--- src/rtl/game_sequencer_if.sv ---
// Bundle of the sequencer's line-engine, board and host signals.
// master is the sequencer side; slave is the board/engine/host side.
interface game_sequencer_if;
   logic        new_game;
   logic        move_req;
   logic [1:0]  move_dir;
   logic        line_start;
   logic [1:0]  line_idx;
   logic [1:0]  line_dir;
   logic        line_done;
   logic        line_changed;
   logic [16:0] line_score;
   logic [15:0] empty_mask;
   logic        merge_possible;
   logic        clear_board;
   logic        spawn_we;
   logic [3:0]  spawn_idx;
   logic        spawn_four;
   logic [20:0] score;
   logic        busy;
   logic        move_done;
   logic        move_valid;
   logic        game_over;

   modport master (
      input  new_game, move_req, move_dir, line_done, line_changed, line_score,
             empty_mask, merge_possible,
      output line_start, line_idx, line_dir, clear_board, spawn_we, spawn_idx,
             spawn_four, score, busy, move_done, move_valid, game_over
   );

   modport slave (
      output new_game, move_req, move_dir, line_done, line_changed, line_score,
             empty_mask, merge_possible,
      input  line_start, line_idx, line_dir, clear_board, spawn_we, spawn_idx,
             spawn_four, score, busy, move_done, move_valid, game_over
   );
endinterface

--- src/rtl/game_sequencer.sv ---
// 2048-style move sequencer: walks four lines through an external line engine,
// accumulates score, spawns tiles from an LFSR and detects game over.
module game_sequencer #(
   parameter logic [15:0] LFSR_SEED = 16'hACE1
) (
   input logic               clk,
   input logic               rst,
   game_sequencer_if.master  bus
);

   localparam logic [15:0] SeedEff = (LFSR_SEED == 16'h0000) ? 16'h0001 : LFSR_SEED;

   typedef enum logic [2:0] {
      StIdle, StClr, StLineGo, StLineWait, StSpawn, StCheck
   } state_e;

   state_e      state_q, state_d;
   logic [15:0] lfsr_q, lfsr_d;
   logic [1:0]  dir_q, dir_d;
   logic [1:0]  cnt_q, cnt_d;
   logic        changed_q, changed_d;
   logic [1:0]  spawn_cnt_q, spawn_cnt_d;
   // gap_q: in SPAWN marks the settle cycle between spawns; in CHECK marks the mask is settled
   logic        gap_q, gap_d;
   logic [15:0] excl_q, excl_d;
   logic        from_move_q, from_move_d;
   logic [20:0] score_q, score_d;
   logic        game_over_q, game_over_d;
   logic        line_start_q, line_start_d;
   logic [1:0]  line_idx_q, line_idx_d;
   logic        clear_q, clear_d;
   logic        spawn_we_q, spawn_we_d;
   logic [3:0]  spawn_idx_q, spawn_idx_d;
   logic        spawn_four_q, spawn_four_d;
   logic        busy_q, busy_d;
   logic        move_done_q, move_done_d;
   logic        move_valid_q, move_valid_d;

   logic [15:0] avail;
   logic [31:0] rot32;
   logic [15:0] rot;
   logic [3:0]  pick_off;
   logic [3:0]  pick;
   logic        found;
   logic [21:0] sum;
   logic        ch;

   // Rotate the free-cell mask so the scan origin is bit 0, then take the lowest set bit.
   always_comb begin
      avail    = bus.empty_mask & ~excl_q;
      rot32    = {avail, avail} >> lfsr_q[3:0];
      rot      = rot32[15:0];
      pick_off = 4'd0;
      for (int i = 15; i >= 0; i--) begin
         if (rot[i]) pick_off = 4'(i);
      end
      found = |rot;
      pick  = lfsr_q[3:0] + pick_off;
   end

   always_comb begin
      lfsr_d       = lfsr_q[0] ? ({1'b0, lfsr_q[15:1]} ^ 16'hB400) : {1'b0, lfsr_q[15:1]};
      state_d      = state_q;
      dir_d        = dir_q;
      cnt_d        = cnt_q;
      changed_d    = changed_q;
      spawn_cnt_d  = spawn_cnt_q;
      gap_d        = gap_q;
      excl_d       = excl_q;
      from_move_d  = from_move_q;
      score_d      = score_q;
      game_over_d  = game_over_q;
      line_start_d = 1'b0;
      line_idx_d   = line_idx_q;
      clear_d      = 1'b0;
      spawn_we_d   = 1'b0;
      spawn_idx_d  = spawn_idx_q;
      spawn_four_d = spawn_four_q;
      move_done_d  = 1'b0;
      move_valid_d = 1'b0;
      sum          = {1'b0, score_q} + {5'd0, bus.line_score};
      ch           = changed_q | bus.line_changed;

      unique case (state_q)
         StIdle: begin
            if (bus.new_game) begin
               state_d     = StClr;
               clear_d     = 1'b1;
               score_d     = '0;
               game_over_d = 1'b0;
               spawn_cnt_d = 2'd2;
               excl_d      = '0;
               from_move_d = 1'b0;
            end else if (bus.move_req && !game_over_q) begin
               state_d      = StLineGo;
               dir_d        = bus.move_dir;
               changed_d    = 1'b0;
               cnt_d        = 2'd0;
               line_start_d = 1'b1;
               line_idx_d   = 2'd0;
            end
         end
         StClr: begin
            state_d = StSpawn;
            gap_d   = 1'b0;
         end
         StLineGo: state_d = StLineWait;
         StLineWait: begin
            if (bus.line_done) begin
               score_d   = sum[21] ? 21'h1FFFFF : sum[20:0];
               changed_d = ch;
               if (cnt_q != 2'd3) begin
                  cnt_d        = cnt_q + 2'd1;
                  line_idx_d   = cnt_q + 2'd1;
                  line_start_d = 1'b1;
                  state_d      = StLineGo;
               end else if (ch) begin
                  spawn_cnt_d = 2'd1;
                  excl_d      = '0;
                  from_move_d = 1'b1;
                  gap_d       = 1'b0;
                  state_d     = StSpawn;
               end else begin
                  move_done_d = 1'b1;
                  state_d     = StIdle;
               end
            end
         end
         StSpawn: begin
            if (gap_q) begin
               gap_d = 1'b0;
            end else begin
               if (found) begin
                  spawn_we_d   = 1'b1;
                  spawn_idx_d  = pick;
                  spawn_four_d = (lfsr_q[7:4] == 4'd0);
                  excl_d       = excl_q | (16'h0001 << pick);
               end
               spawn_cnt_d = spawn_cnt_q - 2'd1;
               if (spawn_cnt_q != 2'd1) begin
                  gap_d = 1'b1;
               end else begin
                  gap_d   = 1'b0;
                  state_d = StCheck;
               end
            end
         end
         StCheck: begin
            if (!gap_q) begin
               gap_d = 1'b1;
            end else begin
               game_over_d  = (bus.empty_mask == 16'h0000) && !bus.merge_possible;
               move_done_d  = from_move_q;
               move_valid_d = from_move_q;
               state_d      = StIdle;
            end
         end
         default: state_d = StIdle;
      endcase

      busy_d = (state_d != StIdle);
   end

   always_ff @(posedge clk) begin
      if (rst) begin
         state_q      <= StIdle;
         lfsr_q       <= SeedEff;
         dir_q        <= 2'd0;
         cnt_q        <= 2'd0;
         changed_q    <= 1'b0;
         spawn_cnt_q  <= 2'd0;
         gap_q        <= 1'b0;
         excl_q       <= '0;
         from_move_q  <= 1'b0;
         score_q      <= '0;
         game_over_q  <= 1'b0;
         line_start_q <= 1'b0;
         line_idx_q   <= 2'd0;
         clear_q      <= 1'b0;
         spawn_we_q   <= 1'b0;
         spawn_idx_q  <= 4'd0;
         spawn_four_q <= 1'b0;
         busy_q       <= 1'b0;
         move_done_q  <= 1'b0;
         move_valid_q <= 1'b0;
      end else begin
         state_q      <= state_d;
         lfsr_q       <= lfsr_d;
         dir_q        <= dir_d;
         cnt_q        <= cnt_d;
         changed_q    <= changed_d;
         spawn_cnt_q  <= spawn_cnt_d;
         gap_q        <= gap_d;
         excl_q       <= excl_d;
         from_move_q  <= from_move_d;
         score_q      <= score_d;
         game_over_q  <= game_over_d;
         line_start_q <= line_start_d;
         line_idx_q   <= line_idx_d;
         clear_q      <= clear_d;
         spawn_we_q   <= spawn_we_d;
         spawn_idx_q  <= spawn_idx_d;
         spawn_four_q <= spawn_four_d;
         busy_q       <= busy_d;
         move_done_q  <= move_done_d;
         move_valid_q <= move_valid_d;
      end
   end

   assign bus.line_start  = line_start_q;
   assign bus.line_idx    = line_idx_q;
   assign bus.line_dir    = dir_q;
   assign bus.clear_board = clear_q;
   assign bus.spawn_we    = spawn_we_q;
   assign bus.spawn_idx   = spawn_idx_q;
   assign bus.spawn_four  = spawn_four_q;
   assign bus.score       = score_q;
   assign bus.busy        = busy_q;
   assign bus.move_done   = move_done_q;
   assign bus.move_valid  = move_valid_q;
   assign bus.game_over   = game_over_q;

endmodule

--- src/flat_wrapper.sv ---
// flat-port wrapper written by rule: the top's interface ports become plain ports
module game_sequencer_flat 
#(
   parameter logic [15:0] LFSR_SEED = 16'hACE1
)
  (clk, rst, bus_new_game, bus_move_req, bus_move_dir, bus_line_done, bus_line_changed, bus_line_score, bus_empty_mask, bus_merge_possible, bus_line_start, bus_line_idx, bus_line_dir, bus_clear_board, bus_spawn_we, bus_spawn_idx, bus_spawn_four, bus_score, bus_busy, bus_move_done, bus_move_valid, bus_game_over);
  game_sequencer_if bus_i ();
  input logic clk;
  input logic rst;
  input wire logic [$bits(bus_i.new_game)-1:0] bus_new_game;
  input wire logic [$bits(bus_i.move_req)-1:0] bus_move_req;
  input wire logic [$bits(bus_i.move_dir)-1:0] bus_move_dir;
  input wire logic [$bits(bus_i.line_done)-1:0] bus_line_done;
  input wire logic [$bits(bus_i.line_changed)-1:0] bus_line_changed;
  input wire logic [$bits(bus_i.line_score)-1:0] bus_line_score;
  input wire logic [$bits(bus_i.empty_mask)-1:0] bus_empty_mask;
  input wire logic [$bits(bus_i.merge_possible)-1:0] bus_merge_possible;
  output wire logic [$bits(bus_i.line_start)-1:0] bus_line_start;
  output wire logic [$bits(bus_i.line_idx)-1:0] bus_line_idx;
  output wire logic [$bits(bus_i.line_dir)-1:0] bus_line_dir;
  output wire logic [$bits(bus_i.clear_board)-1:0] bus_clear_board;
  output wire logic [$bits(bus_i.spawn_we)-1:0] bus_spawn_we;
  output wire logic [$bits(bus_i.spawn_idx)-1:0] bus_spawn_idx;
  output wire logic [$bits(bus_i.spawn_four)-1:0] bus_spawn_four;
  output wire logic [$bits(bus_i.score)-1:0] bus_score;
  output wire logic [$bits(bus_i.busy)-1:0] bus_busy;
  output wire logic [$bits(bus_i.move_done)-1:0] bus_move_done;
  output wire logic [$bits(bus_i.move_valid)-1:0] bus_move_valid;
  output wire logic [$bits(bus_i.game_over)-1:0] bus_game_over;
  assign bus_i.new_game = bus_new_game;
  assign bus_i.move_req = bus_move_req;
  assign bus_i.move_dir = bus_move_dir;
  assign bus_i.line_done = bus_line_done;
  assign bus_i.line_changed = bus_line_changed;
  assign bus_i.line_score = bus_line_score;
  assign bus_i.empty_mask = bus_empty_mask;
  assign bus_i.merge_possible = bus_merge_possible;
  assign bus_line_start = bus_i.line_start;
  assign bus_line_idx = bus_i.line_idx;
  assign bus_line_dir = bus_i.line_dir;
  assign bus_clear_board = bus_i.clear_board;
  assign bus_spawn_we = bus_i.spawn_we;
  assign bus_spawn_idx = bus_i.spawn_idx;
  assign bus_spawn_four = bus_i.spawn_four;
  assign bus_score = bus_i.score;
  assign bus_busy = bus_i.busy;
  assign bus_move_done = bus_i.move_done;
  assign bus_move_valid = bus_i.move_valid;
  assign bus_game_over = bus_i.game_over;
  game_sequencer #(.LFSR_SEED(LFSR_SEED)) u_core (.clk(clk), .rst(rst), .bus(bus_i));
endmodule
--- config.mk ---
export PLATFORM = sky130hd
export DESIGN_NAME = game_sequencer_flat
export DESIGN_NICKNAME = d
export VERILOG_FILES = /design/src/rtl/game_sequencer_if.sv /design/src/rtl/game_sequencer.sv /design/src/flat_wrapper.sv
export SDC_FILE = /design/constraint.sdc
export NUM_CORES = 1
export LEC_CHECK = 0
export BUFFER_PORTS_ARGS = -buffer_cell sky130_fd_sc_hd__buf_4
export CORE_UTILIZATION = 55
export CTS_CLUSTER_SIZE = 40
export DETAILED_ROUTE_END_ITERATION = 10
export GPL_ROUTABILITY_DRIVEN = 0
export PLACE_DENSITY = 0.78
export SKIP_LAST_GASP = 1
export SLEW_MARGIN = 20
export SYNTH_ARGS = -nofsm -noshare
export SYNTH_HDL_FRONTEND = slang
export SYNTH_SLANG_ARGS = --single-unit
--- constraint.sdc ---
create_clock -name clk -period 11.2 [get_ports clk]
set_input_delay 1.12 -clock clk [delete_from_list [all_inputs] [get_ports clk]]
set_output_delay 1.12 -clock clk [all_outputs]
set_load 0.01 [all_outputs]
==> impl_metrics.env <==
export IMPL_grt_pass1_wl_um=23000
export IMPL_cts_path_max_buffers=2
export IMPL_routed_wl_um=14300
export IMPL_synth_compound_area_share_pct=25.6
export IMPL_min_period_ps=5000
export IMPL_hold_class="reg -> reg"
export IMPL_die_h_um=103
export IMPL_whs_ps=412
export IMPL_critical_path_max_stage_delay_ps=1050
export IMPL_ys_seq_elements=77
export IMPL_final_nets=771
export IMPL_synthTopCellsByArea="dfxtp_1 (28%), mux4_2 (6.9%), ha_1 (5.2%), a21oi_1 (4.7%), nor2_1 (4.1%)"
export IMPL_p_leak_uw=0.00261
export IMPL_synth_xor_area_share_pct=3.46
export IMPL_grt_usage_pct=27.9
export IMPL_end_kind="register"
export IMPL_fmax_ghz=0.200
export IMPL_grt_max_degree=64
export IMPL_synth_top_area_cell="dfxtp_1"
export IMPL_post_dp_hpwl_um=10700
export IMPL_reg2regPathDepth=15
export IMPL_numCtsBuffers=9
export IMPL_status="finished, final reports clean"
export IMPL_drt_iter0_markers=311
export IMPL_synth_most_common_cell="dfxtp_1"
export IMPL_ys_warn_count=0
export IMPL_ios=79
export IMPL_avgViaCountPerCell=6.26
export IMPL_slowest_stage="dfxtp_1"
export IMPL_cts_hold_buffers_added=0
export IMPL_cts_sinks=77
export IMPL_num_vias=5275
export IMPL_synth_edf_count=0
export IMPL_dr_pass1_iters=5
export IMPL_syn_num_nets=715
export IMPL_htreeDepth=3
export IMPL_irDropWorstVdd_v=0.0000827
export IMPL_drive_above_1_share_pct=21.5
export IMPL_synth_cell_type_count=75
export IMPL_synthArstFlopShare_pct=0
export IMPL_worst_ep_required_time_ps=11440
export IMPL_cp_top_family="compound AO/OA/AOI/OAI gates"
export IMPL_cp_num_buf_inv=2
export IMPL_gr_total_overflow=0
export IMPL_start_util_pct=56.8
export IMPL_io_buffers=78
export IMPL_critical_path_class="reg -> reg"
export IMPL_relSlewSlack_pct=26.7
export IMPL_setup_tns_ps=0
export IMPL_muxShareOfSynthArea_pct=10.2
export IMPL_cp_max_fo=31
export IMPL_antenna_found_initial=0
export IMPL_path_clk_slew_ps=80
export IMPL_synthSimpleGateAreaFrac_pct=22.9
export IMPL_dieWidth_um=103
export IMPL_startpoint_type="register"
export IMPL_r2r_end="u_core.excl_q[3]"
export IMPL_cp_depth=15
export IMPL_grt_pass1_vias=4737
export IMPL_syn_cell_area_mm2=0.00558
export IMPL_fin_crit_sh_pct=44.6
export IMPL_num_rows=36
export IMPL_regToRegSetupSlack_ps=6200
export IMPL_crit_end="u_core.excl_q[3]"
export IMPL_area_growth_pct=13.8
export IMPL_synth_avg_cell_area_um2=8.59
export IMPL_synth_adder_area_share_pct=5.52
export IMPL_crit_arrival_ps=5230
export IMPL_critPathLaunch="u_core.lfsr_q[3]"
export IMPL_wire_per_inst_um=17.0
export IMPL_yosysSeqAreaShare_pct=27.6
export IMPL_drc=0
export IMPL_syn_inst=649
export IMPL_cp_cell_sequence="inv_1 -> mux2i_1 -> o211ai_1 -> a31oi_1 -> o21ai_0 -> a221oi_1 -> o21ai_1 -> ha_1 -> a21oi_1 -> inv_1 -> a21oi_1 -> xnor2_1 -> nor2_1 -> o2bb2ai_2 -> a22o_1"
export IMPL_cts_tree="done"
export IMPL_cap_violations=0
export IMPL_root_buffer="clkbuf_8"
export IMPL_antenna_cells=0
export IMPL_synth_top_family_by_area="compound AO/OA/AOI/OAI gates"
export IMPL_postCtsResizedCells=0
export IMPL_cts_setup_buffers=0
export IMPL_hold_viol=0
export IMPL_insertion_delay_ps=350
export IMPL_setup_violations=0
export IMPL_die_area_mm2=0.0105
export IMPL_drv_slew=0
export IMPL_grt_setup_unrepaired="false"
export IMPL_synth_top_cell_area_share_pct=27.6
export IMPL_synth_commonest_cells="dfxtp_1 (77), nor2_1 (61), a21oi_1 (52), nand2_1 (37), nand2b_1 (25)"
export IMPL_coreArea_mm2=0.00982
export IMPL_powerDensity_mw_per_mm2=108
export IMPL_tightest_slew_ps=1100
export IMPL_ys_flop_type="dfxtp_1"
export IMPL_drt_antenna_violating_nets=0
export IMPL_finClkSkew_ps=11.2
export IMPL_r2r_start="u_core.lfsr_q[3]"
worst min path at each step:
stage                            startpoint                 to  depth (start not counted)
final                     u_core.lfsr_q[12]  u_core.lfsr_q[11]                          1
after floorplan           u_core.lfsr_q[12]  u_core.lfsr_q[11]                          1
after detailed placement  u_core.lfsr_q[12]  u_core.lfsr_q[11]                          1
after global placement    u_core.lfsr_q[12]  u_core.lfsr_q[11]                          1
after CTS                 u_core.lfsr_q[12]  u_core.lfsr_q[11]                          1
after global routing      u_core.lfsr_q[12]  u_core.lfsr_q[11]                          1
kinds of logic (layout without fill, tap and decap cells):
kind of cell             count (synthesis)  after routing
AO/OA/AOI/OAI                          198            198
AND/OR/NAND/NOR                        236            236
multiplexers                            35             35
buffers and inverters                   57            118
flip-flops                              77             77
adder cells (fa/ha/maj)                 24             24
XOR/XNOR                                22             22
report_power, final:
| part | switching [uW] | leakage (uW) | total (uW) | internal [uW] |
|---|---|---|---|---|
| combinational | 113 | 0.00189 | 197 | 83.2 |
| clock | 103 | 0.0000880 | 189 | 85.7 |
| sequential | 15.6 | 0.000627 | 303 | 288 |
| total | 232 | 0.00261 | 689 | 457 |
cell usage in the layout (no fill, tap or decap), types with 4 or more instances in the layout:
master     instances
nor2_1            61
o21ai_0           22
nand3_1           14
and3_1             6
mux2i_1           15
a21o_1            10
clkbuf_8          10
nor3_1            15
xnor2_1           12
buf_4             81
nor2b_2            5
a311oi_1          10
nor4_1            14
o21a_1             9
inv_1             20
or2_2             11
ha_1              23
a22o_1            17
a211oi_1          14
o2bb2ai_2          4
nor4b_1            4
a21oi_1           52
nor2b_1           23
o211ai_1          10
nand2_1           37
xor2_1            10
a31oi_1            7
nand2b_1          25
mux4_2            17
dfxtp_1           77
stage by stage:
stage / instances / cell area (um^2) / utilization, % / total power [uW] / worst slack [ps]
detailed placement: 827 / 6170 / 62.9 / 502 / 6110
floorplan: 649 / 5580 / - / 449 / 6680
CTS: 843 / 6350 / 64.7 / 688 / 6330
global placement: 827 / 6170 / 62.9 / 496 / 6270
finish: 843 / 6350 / 64.7 / 689 / 6200
global route: 843 / 6350 / 64.7 / 724 / 5890
cell type report:
class                      count  area [um^2]
multi-input combinational    515         3770
tap                          133          166
sequential                    77         1540
inverter                      21         83.8
clock inverter                 6         38.8
clock buffer                  10          138
fill                         856         3470
timing repair buffer          81          608
sequential cells by signal (all words and copies together) (netlist names), 2 cells and up:
| name | cells |
|---|---|
| u_core.bus.score | 21 |
| u_core.excl_q | 16 |
| u_core.lfsr_q | 16 |
| u_core.bus.spawn_idx | 4 |
| u_core.state_q | 3 |
| u_core.bus.line_dir | 2 |
| u_core.bus.line_idx | 2 |
| u_core.spawn_cnt_q | 2 |
per-layer routing:
metal	vias to the layer above	routed length [um]	track usage, %
li1	2536	-	-
met3	39	1010	5.90
met5	-	0	0
met4	0	456	12.6
met2	211	6740	44.9
met1	2489	6140	36.1
worst register-to-register path: cells and delay by family, from the launching register on:
family / cells / cell delay [ps]
adder cells (fa/ha/maj): 1 / 250
flip-flops: 1 / 1050
XOR/XNOR: 1 / 280
multiplexers: 1 / 430
AO/OA/AOI/OAI: 9 / 2010
buffers and inverters: 2 / 760
AND/OR/NAND/NOR: 1 / 120
Power figures use the tool's default switching activity.
